$ cat src/rtl/arb21x10_pkg.sv
// rtl/arb21x10_pkg.sv - shared state type, source encoding and datapath width for arb21x10
package arb21x10_pkg;

  localparam int WIDTH = 10;

  localparam logic SRC_A = 1'b0;
  localparam logic SRC_B = 1'b1;

  typedef enum logic [1:0] {
    ST_IDLE  = 2'd0,
    ST_OWN_A = 2'd1,
    ST_OWN_B = 2'd2
  } state_t;

endpackage

$ cat src/rtl/mux21x10.sv
// rtl/mux21x10.sv - fixed-width 2:1 beat selector, passes i_a when i_s=0 and i_b when i_s=1
module mux21x10
  import arb21x10_pkg::*;
(
  input  logic [WIDTH-1:0] i_a,
  input  logic [WIDTH-1:0] i_b,
  input  logic             i_s,
  output logic [WIDTH-1:0] o_y
);

  assign o_y = i_s ? i_b : i_a;

endmodule

$ cat src/rtl/arb21x10.sv
// rtl/arb21x10.sv - two-source burst arbiter with one registered output slot and saturating beat counters
// Define ARB21X10_ROUNDROBIN_EN for round-robin tie-break; otherwise A wins every tie.
module arb21x10
  import arb21x10_pkg::*;
#(
  parameter int CNT_W = 16
) (
  input  logic             i_clk,
  input  logic             i_reset,
  input  logic [WIDTH-1:0] i_a_data,
  input  logic             i_a_valid,
  input  logic             i_a_last,
  output logic             o_a_ready,
  input  logic [WIDTH-1:0] i_b_data,
  input  logic             i_b_valid,
  input  logic             i_b_last,
  output logic             o_b_ready,
  output logic [WIDTH-1:0] o_out_data,
  output logic             o_out_valid,
  output logic             o_out_last,
  output logic             o_out_src,
  input  logic             i_out_ready,
  input  logic             i_clr_cnt,
  output logic [CNT_W-1:0] o_cnt_a,
  output logic [CNT_W-1:0] o_cnt_b
);

  localparam logic [CNT_W-1:0] CNT_MAX = '1;

  state_t           r_state;
  state_t           w_next_state;
  logic             r_last_grant;
  logic [WIDTH-1:0] r_out_data;
  logic             r_out_valid;
  logic             r_out_last;
  logic             r_out_src;
  logic [CNT_W-1:0] r_cnt_a;
  logic [CNT_W-1:0] r_cnt_b;

  logic             w_sel;
  logic             w_slot_free;
  logic             w_a_ready;
  logic             w_b_ready;
  logic             w_xfer_a;
  logic             w_xfer_b;
  logic             w_xfer;
  logic             w_xfer_last;
  logic             w_tie_pick_b;
  logic [WIDTH-1:0] w_mux_y;

  // The slot can take a beat when empty or when its current beat drains this cycle.
  assign w_slot_free = !r_out_valid || i_out_ready;
  assign w_sel       = (r_state == ST_OWN_B);
  assign w_a_ready   = (r_state == ST_OWN_A) && w_slot_free;
  assign w_b_ready   = (r_state == ST_OWN_B) && w_slot_free;
  assign w_xfer_a    = i_a_valid && w_a_ready;
  assign w_xfer_b    = i_b_valid && w_b_ready;
  assign w_xfer      = w_xfer_a || w_xfer_b;
  assign w_xfer_last = w_sel ? i_b_last : i_a_last;

`ifdef ARB21X10_ROUNDROBIN_EN
  assign w_tie_pick_b = (r_last_grant == SRC_A);
`else
  // Fixed priority: last_grant is still tracked but masked out of the decision.
  assign w_tie_pick_b = 1'b0 & r_last_grant;
`endif

  mux21x10 u_mux (
    .i_a (i_a_data),
    .i_b (i_b_data),
    .i_s (w_sel),
    .o_y (w_mux_y)
  );

  always_comb begin
    w_next_state = r_state;
    case (r_state)
      ST_IDLE: begin
        if (i_a_valid && i_b_valid) begin
          w_next_state = w_tie_pick_b ? ST_OWN_B : ST_OWN_A;
        end else if (i_a_valid) begin
          w_next_state = ST_OWN_A;
        end else if (i_b_valid) begin
          w_next_state = ST_OWN_B;
        end
      end
      ST_OWN_A: if (w_xfer_a && i_a_last) w_next_state = ST_IDLE;
      ST_OWN_B: if (w_xfer_b && i_b_last) w_next_state = ST_IDLE;
      default:  w_next_state = ST_IDLE;
    endcase
  end

  always_ff @(posedge i_clk) begin
    if (i_reset) begin
      r_state      <= ST_IDLE;
      r_last_grant <= SRC_B;
    end else begin
      r_state <= w_next_state;
      if (w_xfer && w_xfer_last) r_last_grant <= w_sel;
    end
  end

  // A drain and a load in the same cycle keep the slot full with the new beat.
  always_ff @(posedge i_clk) begin
    if (i_reset) begin
      r_out_data  <= '0;
      r_out_valid <= 1'b0;
      r_out_last  <= 1'b0;
      r_out_src   <= SRC_A;
    end else if (w_xfer) begin
      r_out_data  <= w_mux_y;
      r_out_valid <= 1'b1;
      r_out_last  <= w_xfer_last;
      r_out_src   <= w_sel;
    end else if (i_out_ready) begin
      r_out_valid <= 1'b0;
    end
  end

  always_ff @(posedge i_clk) begin
    if (i_reset || i_clr_cnt) begin
      r_cnt_a <= '0;
      r_cnt_b <= '0;
    end else begin
      if (w_xfer_a && (r_cnt_a != CNT_MAX)) r_cnt_a <= r_cnt_a + CNT_W'(1);
      if (w_xfer_b && (r_cnt_b != CNT_MAX)) r_cnt_b <= r_cnt_b + CNT_W'(1);
    end
  end

  assign o_a_ready   = w_a_ready;
  assign o_b_ready   = w_b_ready;
  assign o_out_data  = r_out_data;
  assign o_out_valid = r_out_valid;
  assign o_out_last  = r_out_last;
  assign o_out_src   = r_out_src;
  assign o_cnt_a     = r_cnt_a;
  assign o_cnt_b     = r_cnt_b;

endmodule
$ cat config.mk
export PLATFORM = sky130hd
export DESIGN_NAME = arb21x10
export DESIGN_NICKNAME = d
export VERILOG_FILES = /design/src/rtl/arb21x10_pkg.sv /design/src/rtl/mux21x10.sv /design/src/rtl/arb21x10.sv
export SDC_FILE = /design/constraint.sdc
export NUM_CORES = 1
export LEC_CHECK = 0
export CAP_MARGIN = 5
export CORE_UTILIZATION = 40
export CTS_BUF_LIST = sky130_fd_sc_hd__clkbuf_16
export CTS_CLUSTER_DIAMETER = 40
export DETAILED_ROUTE_END_ITERATION = 6
export PLACE_DENSITY = 0.72
export RECOVER_POWER = 25
export SKIP_CTS_REPAIR_TIMING = 1
export SYNTH_ARGS = -nofsm -noshare
export SYNTH_HDL_FRONTEND = slang
export SYNTH_HIERARCHICAL = 1
export SYNTH_SLANG_ARGS = --single-unit
$ cat constraint.sdc
create_clock -name i_clk -period 1.6 [get_ports i_clk]
set_input_delay 0.32 -clock i_clk [delete_from_list [all_inputs] [get_ports i_clk]]
set_output_delay 0.32 -clock i_clk [all_outputs]
set_load 0.05 [all_outputs]
# After elaboration in Yosys (flattened, before gate mapping)
# Cells that the tools add are included.
dict set report totals {
  ff_bits 47
  inputBits 28
  elab_cells 42
}
dict set report classes {
  add_sub_neg 2
  eq_ne 7
  n_mux 10
  n_reduce_logical 16
}
# operator n
set op_table {}
lappend op_table {{$add A16 B1 Y16 const B} 2}
lappend op_table {{$ne A16 B16 Y1 const B} 2}
lappend op_table {{$mux W10} 1}
lappend op_table {{$mux W2} 5}
lappend op_table {{$logic_and A1 B1 Y1} 9}
lappend op_table {{$pmux W2 S3} 1}
lappend op_table {{$ne A4 B4 Y1 const B} 1}
lappend op_table {{$logic_or A1 B1 Y1} 3}
lappend op_table {{$mux W1} 3}
lappend op_table {{$reduce_and A3 Y1} 1}
lappend op_table {{$eq A2 B1 Y1 const B} 1}
lappend op_table {{$eq A2 B2 Y1 const B} 1}
lappend op_table {{$logic_not A2 Y1} 1}
lappend op_table {{$ne A2 B1 Y1 const B} 1}
lappend op_table {{$ne A2 B2 Y1 const B} 1}
lappend op_table {{$reduce_bool A2 Y1} 1}
lappend op_table {{$logic_not A1 Y1} 1}

# Longest topological paths before layout
# Gate-level depths: netlist of run 1.
dict set report logic_depth {
  depth_word 7
  ltp_mapped 6
  ltp_nobuf 5
}

# Cells and area by module
# Netlist of run 1, hierarchy kept.
# module instances cells_per_inst area_each_um2
set modules_own_cells {}
lappend modules_own_cells {arb21x10 1 277 2358.5}
lappend modules_own_cells {mux21x10 1 11 161.4}

# Worst setup path before layout of run 1
# Ideal clock, no wire load.
dict set report synth_timing {
  path_type {register to register}
  startpoint {reg r_cnt_a[0] (netlist: o_cnt_a[0])}
  endpoint {reg r_cnt_a[10] (netlist: o_cnt_a[10])}
  setup_ps 70
  arrival_ps 1902
  required_time_ps 1530
  setup_slack_ps -372
  stages_incl_launch_ff 6
  n_path_buf 0
  path_cell_list {dfxtp_1 ha_1 and3_1 nand4_1 or4_1 a21oi_1}
}
dict set report synth_between {
  elab_chain_cells 2
  elab_cells_between_ends 3
}
# item line_no
set synth_rtl {}
lappend synth_rtl {{start, declared} arb21x10.sv:37} ;# logic [CNT_W-1:0] r_cnt_a;
lappend synth_rtl {{start signal, assigned} arb21x10.sv:125} ;# if (w_xfer_a && (r_cnt_a != CNT_MAX)) r_cnt_a <= r_cnt_a + CNT_W'(1);
lappend synth_rtl {{branches (longest 2 deep; another with $add A16 B1 Y16)} n/a}
# Several ways; the timed one is not identified.
# A chain may end at the register's enable or synchronous reset.

# Worst setup path after layout of run 1
dict set report layout_timing {
  startpoint {reg r_cnt_a[1] (netlist: o_cnt_a[1])}
  endpoint {reg r_cnt_a[10] (netlist: o_cnt_a[10])}
}
# Same word-level chain as after synthesis.

==> out/summary.txt, run 1 <==
status - complete, but fails checks
failing checks - negative setup slack
Die Height - 81.4 um
FILL cells - 471
Ys Warns - 6
Routed WL - 7410 um
syn_nets - 318
cell internal pwr - 1.95 mW
skew final - 0.00609 ns
part of the Yosys area used for sequential elements - 37.3%
Worst setup EP type - flip-flop
initial cell density of the core - 42.1%
post-synthesis cell area - 2520 um2
Core ar. - 5990 um2
routability cong. - 0.804
post-route ant nets - 0
area leader, netlist - dfxtp_1
Post-route DRC - 0
Fmax achieved - 597 MHz
max-slew violation count - 0
top cell type's share of synthesized area - 37.3%
EDFF count, synth - 0
clock share of power - 38.1%
worst relative slew slack - 70.2%
final hold vios - 0
Crit Path Max Fanout - 6
DR vias - 2796
Primary FF master, synth - dfxtp_1
final setup fails - 6
pin count of the biggest net entering global routing - 21
Non-Filler Instances - 482
num rows - 28
crit start category - flip-flop
crit path DAT - 1.89 ns
Synth async-reset ratio - 0%
GRT Total Usage - 22.3%
Clock Latency Late Sink - 0.29 ns
Worst-Margin Slew - 0.443 ns
worst min-delay path class - reg -> reg
CTS tree - built
Leak - 1.56 nW
Switching Fraction - 26.0%
Worst Path Required - 1.82 ns
clk root buf - clkbuf_16
htree depth - 2
PnR worst setup slack - -0.0756 ns
vias in the first global route - 2548
clock sink count - 47
largest cells by area after synthesis - dfxtp_1, mux2_4, a21oi_1
Num CTS Buffers - 5
DR vias/cell - 5.80
IO buf count - 74
Clk pin slew, worst setup/hold paths - 0.07 ns
Worst VDD drop - 0.419 mV
Sequential Power Share - 44.7%
layout cells sized above 1 - 47.2%
n_diodes - 0
dpl hpwl - 5280 um
Mean Syn Cell Area - 8.75 um2
Area Growth Syn to Fin - 65.2%
Final Cycle Share - 105%
initial antenna violation count - 0
Cell Pwr Density - 633 nW/um2
placed cells - 464
chip width - 81.4 um
Max Cap Viol - 0
Seq cells post-synth - 47
1st-pass router iterations - 4
post-synth cell types - 45
drt first-iter violations - 162
fin crit period - 1.68 ns
Avg WL per Cell - 15.4 um
CTS max path bufs - 2
GR Overflow Total - 0
Final TNS setup - -0.194 ns
CP Class - reg -> reg
commonest non-fill, non-tap cell in the layout - buf_4
fin nets - 436
Synth Instances - 288
io pins - 75
first-pass GRT wire length - 11400 um
die area - 6620 um2
most frequent cells in the layout - buf_4, a21oi_1, clkdlybuf4s50_1
unrepaired setup endpoints after global routing - true
switching power - 0.685 mW
combinational share of power - 17.1%
==> critical path, stage by stage, from the launching register on <==
cell and delay [ns]:
dfxtp_4 0.36, ha_4 0.14, and3_4 0.19, nand4_1 0.21
or4_1 0.57, a21oi_1 0.14
==> cell usage after synthesis, drive strengths merged, types with 3 or more instances <==
library cell / instances
mux2i: 9
and3: 7
o21ai: 16
dfxtp: 47
clkbuf: 11
nand3: 21
nand2: 22
nor4: 13
nand4: 11
and2: 3
inv: 3
nor3: 7
or4: 12
o31ai: 11
mux2: 10
and4: 4
nor2: 7
buf: 8
nand3b: 3
a21oi: 29
a31oi: 3
or3: 12
==> state kept, by name (all words and copies together), names as in the netlist <==
register / flops
o_cnt_a: 16
o_cnt_b: 16
o_out_data: 10
o_out_last: 1
o_out_src: 1
o_out_valid: 1
r_state: 2
==> cells by family (layout without fill, tap and decap cells) <==
| family | count (synthesis) | count (layout) | synth area share (%) |
|---|---|---|---|
| muxes | 19 | 19 | 9.53 |
| adders and majority gates | 2 | 2 | 0.993 |
| AOI/OAI and AO/OA | 70 | 70 | 16.8 |
| DFF | 47 | 47 | 37.3 |
| and+or+nand+nor | 128 | 128 | 30.9 |
| buffers and inverters | 22 | 141 | 4.47 |
==> power by group through the flow <==
stage / Combinational (mW) / Sequential [mW] / Clock (mW)
floorplan: 0.161 / 1.27 / 0
global placement: 0.425 / 1.20 / 0
detailed placement: 0.431 / 1.20 / 0
CTS: 0.433 / 1.18 / 1.01
global route: 0.482 / 1.18 / 1.07
finish: 0.452 / 1.18 / 1.01
==> routing by layer <==
metal / track usage (%) / vias to the layer above / routed length (um)
li1: - / 1345 / -
met1: 26.9 / 1348 / 3170
met2: 38.8 / 90 / 3700
met3: 5.51 / 13 / 424
met4: 6.07 / 0 / 117
met5: 0 / - / 0
==> per-stage QoR <==
stage	cell area [um2]	utilization, %	hold slack (ns)	power (mW)	worst slack (ns)
floorplan	2630	-	0.431	1.44	-0.0762
global placement	3770	62.9	0.450	1.63	-0.426
finish	4160	69.5	0.461	2.64	-0.0756
global route	4160	69.5	0.498	2.73	-0.135
CTS	3910	65.2	0.466	2.62	-0.209
detailed placement	3770	62.9	0.459	1.63	-0.484
==> worst paths after layout <==
| path | from | endpoint | slack (ns) | cells past startpoint |
|---|---|---|---|---|
| setup / recovery | o_cnt_a[1]$_SDFFE_PP0P_ | o_cnt_a[10]$_SDFFE_PP0P_ | -0.08 | 5 |
| setup reg to reg | o_cnt_a[1]$_SDFFE_PP0P_ | o_cnt_a[10]$_SDFFE_PP0P_ | -0.08 | 5 |
| hold reg to reg | o_out_data[2]$_SDFFE_PP0P_ | o_out_data[2]$_SDFFE_PP0P_ | 0.46 | 2 |
| hold / removal | o_out_data[2]$_SDFFE_PP0P_ | o_out_data[2]$_SDFFE_PP0P_ | 0.46 | 2 |
==> cell type report <==
class	count	area (um2)	share of cell area (%)
inverter	3	11.3	0.271
timing repair buffer	130	1240	29.8
multi-input combinational	219	1640	39.4
clock inverter	3	12.5	0.301
sequential	47	1040	24.9
tap	75	93.8	2.25
clock buffer	5	125	3.01
Power figures use the tool's default switching activity.
==> inputs of run 2 (changes only) <==
--- a/config.mk
+++ b/config.mk
@@ -5,6 +5,7 @@
 export SDC_FILE = /design/constraint.sdc
 export NUM_CORES = 1
 export LEC_CHECK = 0
+export ABC_CLOCK_PERIOD_IN_PS = 1600
 export CAP_MARGIN = 5
 export CORE_UTILIZATION = 40
 export CTS_BUF_LIST = sky130_fd_sc_hd__clkbuf_16
==> results of run 2 <==
No change in the layout: final DEF, timing and power equal those of run 1.
